--- src/rtl/sprite_addr_gen.sv ---
// Multi-sprite ROM address generator: per-frame latched sprite table, priority hit
// detection on the scan position, and a two-stage registered address pipeline.
module sprite_addr_gen #(
    parameter int NUM_SPR    = 2,
    parameter int SPR_W      = 30,
    parameter int SPR_H      = 50,
    parameter int ADDR_W     = 12,
    parameter int LATCH_LINE = 480,
    parameter int MISS_ADDR  = 0
) (
    input  logic                  clk,
    input  logic                  rst_n,
    input  logic [9:0]            h_cnt,
    input  logic [9:0]            v_cnt,
    input  logic [10*NUM_SPR-1:0] spr_x,
    input  logic [10*NUM_SPR-1:0] spr_y,
    input  logic [NUM_SPR-1:0]    spr_en,
    input  logic [NUM_SPR-1:0]    spr_flip,
    output logic [ADDR_W-1:0]     pixel_addr,
    output logic                  pixel_hit,
    output logic [2:0]            spr_id
);

    localparam int CW = (SPR_W > 1) ? $clog2(SPR_W) : 1;
    localparam int RW = (SPR_H > 1) ? $clog2(SPR_H) : 1;

    localparam logic [ADDR_W-1:0] L_SIZE    = ADDR_W'(SPR_W * SPR_H);
    localparam logic [ADDR_W-1:0] L_WIDTH   = ADDR_W'(SPR_W);
    localparam logic [ADDR_W-1:0] L_MISS    = ADDR_W'(MISS_ADDR);
    localparam logic [CW-1:0]     L_COL_MAX = CW'(SPR_W - 1);
    localparam logic [9:0]        L_LATCH   = 10'(LATCH_LINE);
    localparam logic [10:0]       L_W11     = 11'(SPR_W);
    localparam logic [10:0]       L_H11     = 11'(SPR_H);

    logic [10*NUM_SPR-1:0] r_x;
    logic [10*NUM_SPR-1:0] r_y;
    logic [NUM_SPR-1:0]    r_en;
    logic [NUM_SPR-1:0]    r_flip;

    logic                  w_latch;
    logic [NUM_SPR-1:0]    w_hit;
    logic [CW-1:0]         w_dx [NUM_SPR];
    logic [RW-1:0]         w_dy [NUM_SPR];

    logic                  w_any;
    logic [2:0]            w_win;
    logic [CW-1:0]         w_col;
    logic [RW-1:0]         w_row;
    logic                  w_flip;

    logic                  r_s1_hit;
    logic [2:0]            r_s1_win;
    logic [CW-1:0]         r_s1_col;
    logic [RW-1:0]         r_s1_row;
    logic                  r_s1_flip;

    logic [CW-1:0]         w_col_eff;
    logic [ADDR_W-1:0]     w_addr;

    assign w_latch = (h_cnt == 10'd0) && (v_cnt == L_LATCH);

    // Shadow table; stage 1 reads the pre-latch values on the latch cycle itself.
    always_ff @(posedge clk or negedge rst_n) begin
        if (!rst_n) begin
            r_x    <= '0;
            r_y    <= '0;
            r_en   <= '0;
            r_flip <= '0;
        end else if (w_latch) begin
            r_x    <= spr_x;
            r_y    <= spr_y;
            r_en   <= spr_en;
            r_flip <= spr_flip;
        end
    end

    // 11-bit compares so a sprite near the right/bottom edge clips instead of wrapping.
    always_comb begin
        for (int unsigned i = 0; i < NUM_SPR; i++) begin
            w_dx[i]  = CW'(h_cnt - r_x[10*i +: 10]);
            w_dy[i]  = RW'(v_cnt - r_y[10*i +: 10]);
            w_hit[i] = r_en[i]
                    && ({1'b0, h_cnt} >= {1'b0, r_x[10*i +: 10]})
                    && ({1'b0, h_cnt} <  ({1'b0, r_x[10*i +: 10]} + L_W11))
                    && ({1'b0, v_cnt} >= {1'b0, r_y[10*i +: 10]})
                    && ({1'b0, v_cnt} <  ({1'b0, r_y[10*i +: 10]} + L_H11));
        end
    end

    always_comb begin
        w_any  = 1'b0;
        w_win  = '0;
        w_col  = '0;
        w_row  = '0;
        w_flip = 1'b0;
        for (int unsigned i = 0; i < NUM_SPR; i++) begin
            if (w_hit[i] && !w_any) begin
                w_any  = 1'b1;
                w_win  = 3'(i);
                w_col  = w_dx[i];
                w_row  = w_dy[i];
                w_flip = r_flip[i];
            end
        end
    end

    always_ff @(posedge clk or negedge rst_n) begin
        if (!rst_n) begin
            r_s1_hit  <= 1'b0;
            r_s1_win  <= '0;
            r_s1_col  <= '0;
            r_s1_row  <= '0;
            r_s1_flip <= 1'b0;
        end else begin
            r_s1_hit  <= w_any;
            r_s1_win  <= w_win;
            r_s1_col  <= w_col;
            r_s1_row  <= w_row;
            r_s1_flip <= w_flip;
        end
    end

    assign w_col_eff = r_s1_flip ? (L_COL_MAX - r_s1_col) : r_s1_col;
    assign w_addr    = ADDR_W'(r_s1_win) * L_SIZE
                     + ADDR_W'(r_s1_row) * L_WIDTH
                     + ADDR_W'(w_col_eff);

    always_ff @(posedge clk or negedge rst_n) begin
        if (!rst_n) begin
            pixel_addr <= L_MISS;
            pixel_hit  <= 1'b0;
            spr_id     <= '0;
        end else begin
            pixel_addr <= r_s1_hit ? w_addr : L_MISS;
            pixel_hit  <= r_s1_hit;
            spr_id     <= r_s1_hit ? r_s1_win : 3'd0;
        end
    end

endmodule
--- config.mk ---
export PLATFORM = sky130hd
export DESIGN_NAME = sprite_addr_gen
export DESIGN_NICKNAME = d
export VERILOG_FILES = /design/src/rtl/sprite_addr_gen.sv
export SDC_FILE = /design/constraint.sdc
export NUM_CORES = 1
export LEC_CHECK = 0
export BUFFER_PORTS_ARGS = -buffer_cell sky130_fd_sc_hd__buf_2
export CAP_MARGIN = 20
export CORE_MARGIN = 4
export CORE_UTILIZATION = 50
export CTS_CLUSTER_DIAMETER = 40
export DETAILED_ROUTE_END_ITERATION = 12
export GPL_ROUTABILITY_DRIVEN = 0
export MAX_ROUTING_LAYER = met4
export PLACE_DENSITY = 0.75
export RECOVER_POWER = 50
export SYNTH_ARGS = -nofsm -noshare
export SYNTH_HDL_FRONTEND = slang
export SYNTH_SLANG_ARGS = --single-unit
--- constraint.sdc ---
create_clock -name clk -period 4.21 [get_ports clk]
set_input_delay 0 -clock clk [delete_from_list [all_inputs] [get_ports clk]]
set_output_delay 0 -clock clk [all_outputs]
set_load 0.05 [all_outputs]
==> results of run 1 <==
[sequential cells by signal, indices dropped and copies added (netlist names), 2 cells and up]
signal      flops
pixel_addr     12
r_en            2
r_flip          2
r_s1_col        5
r_s1_row        6
r_x            20
r_y            20
[path summary, 6_finish.rpt]
kind,from,end
setup / recovery,r_s1_row[0],pixel_addr[10]
hold / removal,h_cnt[0],r_s1_col[0]
setup reg to reg,r_s1_row[0],pixel_addr[10]
hold reg to reg,r_flip[0],r_flip[0]
max in group asynchronous,rst_n,r_y[17]
min in group asynchronous,rst_n,spr_id[0]
[stage by stage]
| step | instance area [um^2] | TNS (ns) | worst slack [ns] | total power [mW] | hold WS (ns) |
|---|---|---|---|---|---|
| CTS | 7540 | 0 | 0.0262 | 1.74 | 0.145 |
| floorplan | 6180 | 0 | 0.223 | 0.781 | -0.296 |
| global route | 7560 | -0.0506 | -0.0506 | 1.80 | 0.183 |
| detailed placement | 6770 | 0 | 0.0398 | 0.859 | 0.196 |
| global placement | 6770 | 0 | 0.173 | 0.854 | 0.189 |
| finish | 7560 | 0 | 0.153 | 1.72 | 0.155 |
[cell type report]
cell class                      instances  share of cell area [%]
Clock inverter                          6                    1.23
Tap cell                              168                    2.78
Inverter                               81                    4.02
Sequential cell                        72                    23.8
Timing Repair Buffer                  132                    11.6
Multi-Input combinational cell        498                    53.5
Clock buffer                           10                    3.03
[metal layers]
| metal | up-vias | wire length (um) |
|---|---|---|
| met5 | - | 0 |
| met4 | 0 | 244 |
| met3 | 22 | 500 |
| met2 | 119 | 7730 |
| met1 | 2453 | 6380 |
| li1 | 2545 | - |
[worst max-delay path, cell delays in order, from the launching register on]
cell and delay, ns:
dfrtp_1 0.42, fa_1 0.52, fa_1 0.52, inv_1 0.06, fa_1 0.49, inv_1 0.05
fa_1 0.43, ha_1 0.36, a21o_1 0.17, a21o_1 0.20, a31oi_2 0.23, o21bai_1 0.08
a21oi_1 0.19, xnor2_1 0.08, and2_1 0.15
[timing repair]
| item | 4_1_cts | 5_1_grt |
|---|---|---|
| endpoints found under the hold margin | 83 | 0 |
| buffers inserted | 0 | 2 |
| resized for setup | 0 | 10 |
| setup endpoints to repair | 0 | 3 |
| hold buffers | 45 | 0 |
[report_power, final]
group          internal, mW  total (mW)  switching (mW)  leakage, nW
sequential            0.692       0.692       0.0000383        0.808
combinational        0.0918       0.190          0.0981         2.99
clock                 0.522       0.837           0.315        0.149
total                  1.31        1.72           0.414         3.95
[cell families after synthesis]
| family | count (synthesis) | synth area share [%] |
|---|---|---|
| buf+inv | 94 | 6.07 |
| compound gates | 152 | 15.2 |
| fa+ha+maj | 123 | 27.0 |
| other cells | 1 | 0.0607 |
| flops | 72 | 29.1 |
| xor+xnor | 56 | 7.94 |
| simple gates | 147 | 11.4 |
| mux | 18 | 3.24 |
[synth_stat cells, types with 2 or more instances]
library cell | n | area [um^2]
a211o_1 | 2 | 17.5
a211oi_1 | 6 | 45.0
a21o_1 | 23 | 173
a21oi_1 | 37 | 185
a31oi_1 | 2 | 12.5
and2_1 | 11 | 68.8
and3_1 | 4 | 25.0
buf_4 | 2 | 15.0
buf_6 | 2 | 22.5
clkbuf_1 | 9 | 33.8
dfrtp_1 | 72 | 1800
fa_1 | 17 | 340
ha_1 | 106 | 1330
inv_1 | 81 | 304
mux2_2 | 16 | 180
mux2i_1 | 2 | 20.0
nand2_1 | 61 | 229
nand2b_1 | 3 | 18.8
nand3_1 | 7 | 35.0
nand4_1 | 13 | 81.3
nor2_1 | 25 | 93.8
nor2b_1 | 5 | 31.3
nor3_1 | 5 | 25.0
nor4_1 | 4 | 25.0
o211ai_1 | 2 | 15.0
o21a_1 | 3 | 22.5
o21ai_0 | 56 | 280
o21bai_1 | 6 | 45.0
o22ai_1 | 2 | 12.5
o31ai_1 | 3 | 22.5
or2_0 | 2 | 12.5
xnor2_1 | 43 | 377
xor2_1 | 13 | 114
==> impl_results.md, run 1 <==
* Worst Hold Class: in -> reg
* Peak supply drop at 187 uV
* Post-synth ARST share at 100%
* Total track usage at 22.4%
* Tmin final at 4.06 ns
* Slew HR at -50.3%
* Drt initial violations at 250
* GRT Residual Overflow at 0
* Finished Core Util at 62.6%
* Post-synth cell types at 51
* Met3 Use GR at 3.42%
* Multi-input gate area at 4040 um^2
* Rows at 40
* FF+latch area at 1800 um^2
* Layout filler cell count at 969
* Required time of the critical path at 4.44 ns
* Post-DR wirelength/cell at 15.4 um
* Initial antenna violation count at 0
* M1 GR Usage at 26.2%
* IO Count at 82
* Crit. End Element: flop
* Final net count at 983
* FF+latch count, synth at 72
* Final setup violation count at 0
* Main flop type after synthesis: dfrtp_1
* Synthesized area per cell at 9.32 um^2
* CTS Buf Count at 9
* H-tree depth at 3
* CTS root buf: clkbuf_16
* Layout cells sized above 1 at 14.4%
* Commonest non-fill, non-tap cells in the layout: ha_1, inv_1, dfrtp_1
* Failing checks: max-capacitance violations, max-slew violations
* Global-route wire length before repair at 25.0 mm
* Die area at 14200 um^2
* Fin. Hold Viols at 0
* WL final at 14.9 mm
* Largest net degree at the start of global routing at 54
* Diodes inserted at 0
* Latest clock arrival within the worst-skew pair at 0.34 ns
* Worst slew pin tran at 2.25 ns
* Lkg Pwr at 3.95 nW
* Synth-to-Final Area Change at 22.2%
* CTS tree: built
* Die H at 119 um
* Yosys Warn Count at 0
* Via density at 5.31
* Hold path cells at 4
* Clock Skew at 0.00354 ns
* Fin cells at 967
* Cells on worst reg2reg path at 14
* Final Cycle Share at 96.4%
* Status: finished, violations left
* Maxcap violations at 2
* Vias at 5139
* Clock Path Buffers at 2
* CTS clock-pin slew for the worst setup and hold paths at 0.06 ns
* DRC at 0
* Final Slew Violations at 95
* Antenna-violating nets left at 0
* GRT met2 Usage at 38.9%
* Power Density at 228 nW/um^2
* CP startpoint kind: flop
* Grt peak-use layer: met2
* Post-Syn Area at 6180 um^2
* Gate count of the mapped netlist at 663
* Post-DP HPWL at 11.0 mm
* Fmax at 246 MHz
* Sinks on Clock Net at 72
* Seq/Total Area, Yosys at 29.1%
* Register-to-Register Setup Slack at 0.15 ns
* Vias in the first global route at 5470
* Post-synth EDFFs at 0
* Crit path arrival time at 4.29 ns
* Worst-path fanout max at 3
* Placed cell count at 904
* Commonest non-fill, non-tap cell in the layout: ha_1
* Initial Util at 51.2%
* Die Span X at 119 um
* DRT Pass-1 Iters at 4
* IO buf count at 79
* Core box area at 12100 um^2
* Critical path type: reg -> reg
Power figures use the tool's default switching activity.
==> run 2: changes to the inputs <==
ABC_AREA = 1   (was not set)
==> run 2 against run 1 <==
Effect of this change:
- the run still ends with max-capacitance violations, max-slew violations left
- global-route usage fell by 2.0 points
- sequential share of layout area fell by 0.94 points
- non-clock buffer count fell by 7
- die area rose by 7.0%
- core utilization fell by 1.3 points
- sequential power barely moved
- cell area rose by 4.1%
- register-to-register slack improved by 0.06 ns
- first-iteration DRC count rose by 2.4%
- critical endpoint is now pixel_addr[11]
- largest power group is now sequential cells
- highest routed layer unchanged
==> impl_results.md, run 2 <==
* Post-DR wirelength/cell at 12.0 um
* Most frequent cell after synthesis: nand2_1
* Commonest non-fill, non-tap cell in the layout: nand2_1
* Placed cell count at 1099
* IO Count at 82
* Failing checks: max-capacitance violations, max-slew violations
* Via density at 4.85
* DRC at 0
* Maxcap violations at 1
* Most used cell, CP: a21oi_1
* Die H at 123 um
* Vias at 5615
* Slew HR at -16.4%
* Layout filler cell count at 1175
* Final net count at 1172
* Required time of the critical path at 4.47 ns
* Die Span X at 123 um
* Lkg Pwr at 4.20 nW
* Antenna-violating nets left at 0
* Final Slew Violations at 73
* Crit. End Element: flop
* WL final at 13.9 mm
* Slowest stage delay, CP at 0.51 ns
* Final setup violation count at 0
* Largest net degree at the start of global routing at 73
* Synth cell count leaders: nand2_1, inv_1, ha_1, dfrtp_1, nand3_1
* Clock Skew at 0.00688 ns
* CTS clock-pin slew for the worst setup and hold paths at 0.05 ns
* Main flop type after synthesis: dfrtp_1
* Regs by FF count: r_x: 20 flops, r_y: 20 flops, pixel_addr: 12 flops
* Drt initial violations at 256
* Fin cells at 1158
* Setup WS pre-CTS at 0.0425 ns
* Worst-path fanout max at 6
* GRT Residual Overflow at 0
* Crit path arrival time at 4.26 ns
* Multi-input gate area at 4160 um^2
* Critical Path, Cell by Cell: inv_2 > fa_1 > fa_1 > inv_1 > ha_1 > a21oi_1 > nand2_1 > a21oi_1 > o21ai_1 > xnor2_1 > inv_1 > ha_1 > ha_2 > nand2_1 > nor3_2 > nand3_1 > nand4_1 > o21ai_0 > a21oi_1
* DRT Pass-1 Iters at 4
* Rows at 41
* Commonest non-fill, non-tap cells in the layout: nand2_1, inv_1, ha_1
* Die area at 15200 um^2
* Status: finished, violations left
* Final Cycle Share at 94.9%
* Layout cells sized above 1 at 9.63%
* Initial Util at 51.8%
* Vias in the first global route at 5407
* WP buf/inv at 3
* Tmin final at 4.00 ns
* Worst Hold Class: in -> reg
* Top delay family on crit path: adder cells
* Post-Syn Area at 6650 um^2
* Fmax at 250 MHz
* Initial antenna violation count at 0
* CTS Buf Count at 9
* Post-DP HPWL at 10.8 mm
* Total track usage at 20.4%
* H-tree depth at 3
* Total negative slack at 0 ns
* Yosys top cell by area: dfrtp_1
* FF+latch count, synth at 72
* Post-synth EDFFs at 0
* RSZ-0062 raised after global routing: false
* Core box area at 12800 um^2
* Sinks on Clock Net at 72
* Global-route wire length before repair at 24.0 mm
* Post-synth cell types at 39
* Post-synth ARST share at 100%
* Gate count of the mapped netlist at 862
* PnR worst setup slack at 0.214 ns
* FF+latch area at 1800 um^2
* CP max stage cell: fa_1
* Clock Path Buffers at 2
* Diodes inserted at 0
* Worst slew pin tran at 1.75 ns
* Synth area leaders: dfrtp_1, ha_1, nand2_1, inv_1, fa_1
* Share of the synthesized area in the top cell type at 27.1%
* Synth-to-Final Area Change at 18.4%
* Latest clock arrival within the worst-skew pair at 0.34 ns
* Synthesized area per cell at 7.71 um^2
* Critical path type: reg -> reg
* IO buf count at 79
* CTS root buf: clkbuf_16
* Worst hold margin at 0.228 ns
* Seq/Total Area, Yosys at 27.1%
* Yosys Warn Count at 0
* Peak supply drop at 287 uV
* Power Density at 203 nW/um^2
* CP startpoint kind: flop
* CTS tree: built
* Fin. Hold Viols at 0
[run 2: changes by cell type in the layout (fill, tap and decap cells not counted), sizes merged, moves of 20 or more]
| cell | delta |
|---|---|
| nor2 | +20 |
| inv | +78 |
| nand2 | +127 |
| xnor2 | -27 |
| nand3 | +53 |
[run 2: timing repair]
action                     4_1_cts  5_1_grt
resized for setup                0        6
hold buffers                    45        0
setup endpoints to repair        0        3
buffers inserted                 0        0
hold endpoints to repair       116        0
[run 2: worst min-delay path, delay by kind of cell]
family        cells  cell delay (ns)
fa+ha+maj         1             0.20
buf+inv           1             0.18
simple gates      2             0.15
[run 2: final cells by class]
type,instances,share of cell area (%)
multi-input cells,615,52.9
flip-flops and latches,72,22.9
repair buffers,125,10.6
inverters,160,7.63
clock buffers,13,3.18
well taps,172,2.74
clock inverters,1,0.0636
[run 2: kinds of logic after synthesis]
group                      share of synthesized area (%)
xor gates and xnor gates                            6.19
buffers and inverters                               10.7
AOI/OAI and AO/OA                                   10.1
DFF                                                 27.1
and+or+nand+nor                                     20.8
adders and majority gates                           25.1
other                                             0.0564
[run 2: worst paths after layout]
kind / to / depth (start not counted) / from / slack, ns
max: pixel_addr[11] / 19 / r_s1_row[3] / 0.21
min in group asynchronous: pixel_addr[11] / 2 / rst_n / 0.65
min reg2reg: r_flip[0] / 2 / r_flip[0] / 0.48
min: r_s1_row[1] / 4 / v_cnt[1] / 0.23
max in group asynchronous: r_y[6] / 2 / rst_n / 2.50
max reg2reg: pixel_addr[11] / 19 / r_s1_row[3] / 0.21
[run 2: metal layers]
layer	track usage, %	share of wire (%)	up-vias
li1	-	-	2998
met1	25.5	48	2501
met2	32.9	46	90
met3	3.98	3.5	26
met4	7.47	2.4	0
met5	-	0	-
[run 2: report_power, final]
group	internal (mW)	leakage (nW)	switching (mW)	total, mW
logic	0.104	3.07	0.121	0.225
registers	0.693	1.01	0.0000249	0.693
clock network	0.407	0.126	0.273	0.680
[run 2: through the flow]
step           instance area [um^2]  power [mW]  util [%]
5_1_grt                        7870        1.68      61.3
6_report                       7870        1.60      61.3
4_1_cts                        7870        1.62      61.4
3_5_place_dp                   7170       0.898      55.9
2_1_floorplan                  6650       0.817         -
3_3_place_gp                   7170       0.893      55.9
==> run 3: changes to the inputs <==
PLACE_DENSITY = 0.73   (was 0.75)
==> run 3 against run 2 <==
Effect of this change:
- the flow still finishes with violations (max-capacitance violations, max-slew violations)
- non-clock buffer count is 3 higher
- combinational power hardly changed
- die area stayed put
- cell area is 1.4% higher
- critical path depth stayed put
- setup slack better by 0.017 ns
- sequential share of layout area is 0.31 points lower
- clock skew is 0.0014 ns higher
- worst hold slack worse by 0.015 ns
- critical path type unchanged
- sequential cell count stayed put
- sequential power hardly changed
- cell count is 0.43% higher
==> impl_results.md, run 3 (synthesis results as in run 2) <==
* Status: finished, violations left
* Failing checks: max-capacitance violations, max-slew violations
* DP Area at 7170 um^2
* Post-DR wirelength/cell at 12.2 um
* Initial antenna violation count at 0
* Most used cell, CP: a21oi_1
* Peak supply drop at 275 uV
* Clock network fraction of design power at 49.9%
* Cell area after layout at 7980 um^2
* Synth-to-Final Area Change at 20.0%
* CTS clock-pin slew for the worst setup and hold paths at 0.06 ns
* Total track usage at 20.7%
* CTS tree: built
* Maxcap violations at 1
* Via density at 4.88
* Crit path arrival time at 4.25 ns
* Final Slew Violations at 73
* GRT Residual Overflow at 0
* Sequential power share at 37.9%
* Regs by FF count: r_x: 20 flops, r_y: 20 flops, pixel_addr: 12 flops
* Slew HR at -18.8%
* WL final at 14.2 mm
* Initial Util at 51.8%
* Latest clock arrival within the worst-skew pair at 0.34 ns
* Sw frac at 23.1%
* DRC at 0
* Worst Hold Class: in -> reg
* Sinks on Clock Net at 72
* Die H at 123 um
* Comb power frac at 12.2%
* Tmin final at 3.98 ns
* Vias in the first global route at 5438
* Post-DP HPWL at 10.9 mm
* Clock Skew at 0.00831 ns
* Die area at 15200 um^2
* Layout filler cell count at 1148
* Required time of the critical path at 4.48 ns
* Worst slew pin tran at 1.78 ns
* Psw at 422 uW
* Critical Path, Cell by Cell: inv_4 > fa_1 > fa_1 > inv_1 > ha_1 > a21oi_1 > nand2_1 > a21oi_1 > o21ai_0 > xnor2_1 > inv_1 > ha_1 > ha_2 > nand2_1 > nor3_2 > nand3_1 > nand4_1 > o21ai_0 > a21oi_1
* CP startpoint kind: flop
* Final Cycle Share at 94.5%
* Slowest stage delay, CP at 0.53 ns
* Die Span X at 123 um
* Fin. Hold Viols at 0
* Clock Path Buffers at 2
* Vias at 5673
* Final setup violation count at 0
* Commonest non-fill, non-tap cell in the layout: nand2_1
* CTS root buf: clkbuf_16
* Global-route wire length before repair at 24.6 mm
* IO Count at 82
* Critical path type: reg -> reg
* Layout cells sized above 1 at 10.3%
* Diodes inserted at 0
* CP max stage cell: fa_1
* Internal power at 1.41 mW
* Rows at 41
* Crit. End Element: flop
* H-tree depth at 3
* Final net count at 1175
* Largest net degree at the start of global routing at 77
* Lkg Pwr at 4.25 nW
* DRT Pass-1 Iters at 4
* Power Density at 229 nW/um^2
* Commonest non-fill, non-tap cells in the layout: nand2_1, inv_1, ha_1
* CTS Buf Count at 9
* Antenna-violating nets left at 0
* Drt initial violations at 286
* Finished Core Util at 62.2%
* IO buf count at 79
* Fmax at 251 MHz
* Core box area at 12800 um^2
* Worst-path fanout max at 6
==> run 3: critical path: cells and delay by family (launching register included) <==
family / cells / cell delay [ns]
AOI/OAI and AO/OA: 5 / 0.62
and+or+nand+nor: 5 / 0.53
adders and majority gates: 5 / 1.98
buffers and inverters: 3 / 0.21
DFF: 1 / 0.41
xor gates and xnor gates: 1 / 0.16
==> run 3: per-layer routing <==
| layer | track usage, % | up-vias | share of wire [%] |
|---|---|---|---|
| li1 | - | 3012 | - |
| met1 | 26.9 | 2545 | 47 |
| met2 | 33.0 | 96 | 47 |
| met3 | 4.35 | 20 | 4.5 |
| met4 | 5.33 | 0 | 1.5 |
| met5 | - | - | 0 |
==> run 3: power by group through the flow <==
stage               clock network [mW]  logic (mW)  registers [mW]
floorplan                            0       0.112           0.705
global placement                     0       0.189           0.705
detailed placement                   0       0.193           0.705
CTS                              0.927       0.226           0.692
global route                     0.957       0.260           0.692
finish                           0.912       0.223           0.692
==> run 3: final timing paths <==
| kind | endpoint | cells after the start | startpoint | slack, ns |
|---|---|---|---|---|
| min reg2reg | r_en[0] | 2 | r_en[0] | 0.49 |
| min in group asynchronous | pixel_addr[10] | 2 | rst_n | 0.65 |
| max in group asynchronous | r_y[13] | 2 | rst_n | 2.47 |
| min | r_s1_col[1] | 4 | h_cnt[1] | 0.21 |
| max reg2reg | pixel_addr[11] | 19 | r_s1_row[3] | 0.23 |
| max | pixel_addr[11] | 19 | r_s1_row[3] | 0.23 |
==> run 3: final cells by class <==
type                            count  area (um^2)  share of cell area [%]
Timing Repair Buffer              128          857                    10.7
Multi-Input combinational cell    615         4140                    52.0
Clock inverter                      5          103                    1.29
Clock buffer                       11          253                    3.17
Inverter                          160          603                    7.56
Tap cell                          172          215                    2.70
Sequential cell                    72         1800                    22.6
==> run 3: what timing repair did <==
| item | in CTS | in global routing |
|---|---|---|
| setup buffers | 0 | 3 |
| gates resized for setup | 1 | 5 |
| hold buffers | 45 | 0 |
| pin swaps | 0 | 0 |
| hold endpoints to repair | 116 | 0 |
| endpoints found under the setup margin | 1 | 3 |
==> run 3: metrics by stage <==
stage | power (mW) | hold WS (ns) | setup slack [ns] | cells | setup TNS [ns]
2_1_floorplan | 0.817 | -0.296 | 0.374 | 863 | 0
3_3_place_gp | 0.894 | 0.196 | 0.219 | 1099 | 0
3_5_place_dp | 0.898 | 0.201 | 0.0141 | 1099 | 0
4_1_cts | 1.84 | 0.138 | 0.0874 | 1160 | 0
5_1_grt | 1.91 | 0.232 | -0.0136 | 1163 | -0.0183
6_report | 1.83 | 0.213 | 0.231 | 1163 | 0
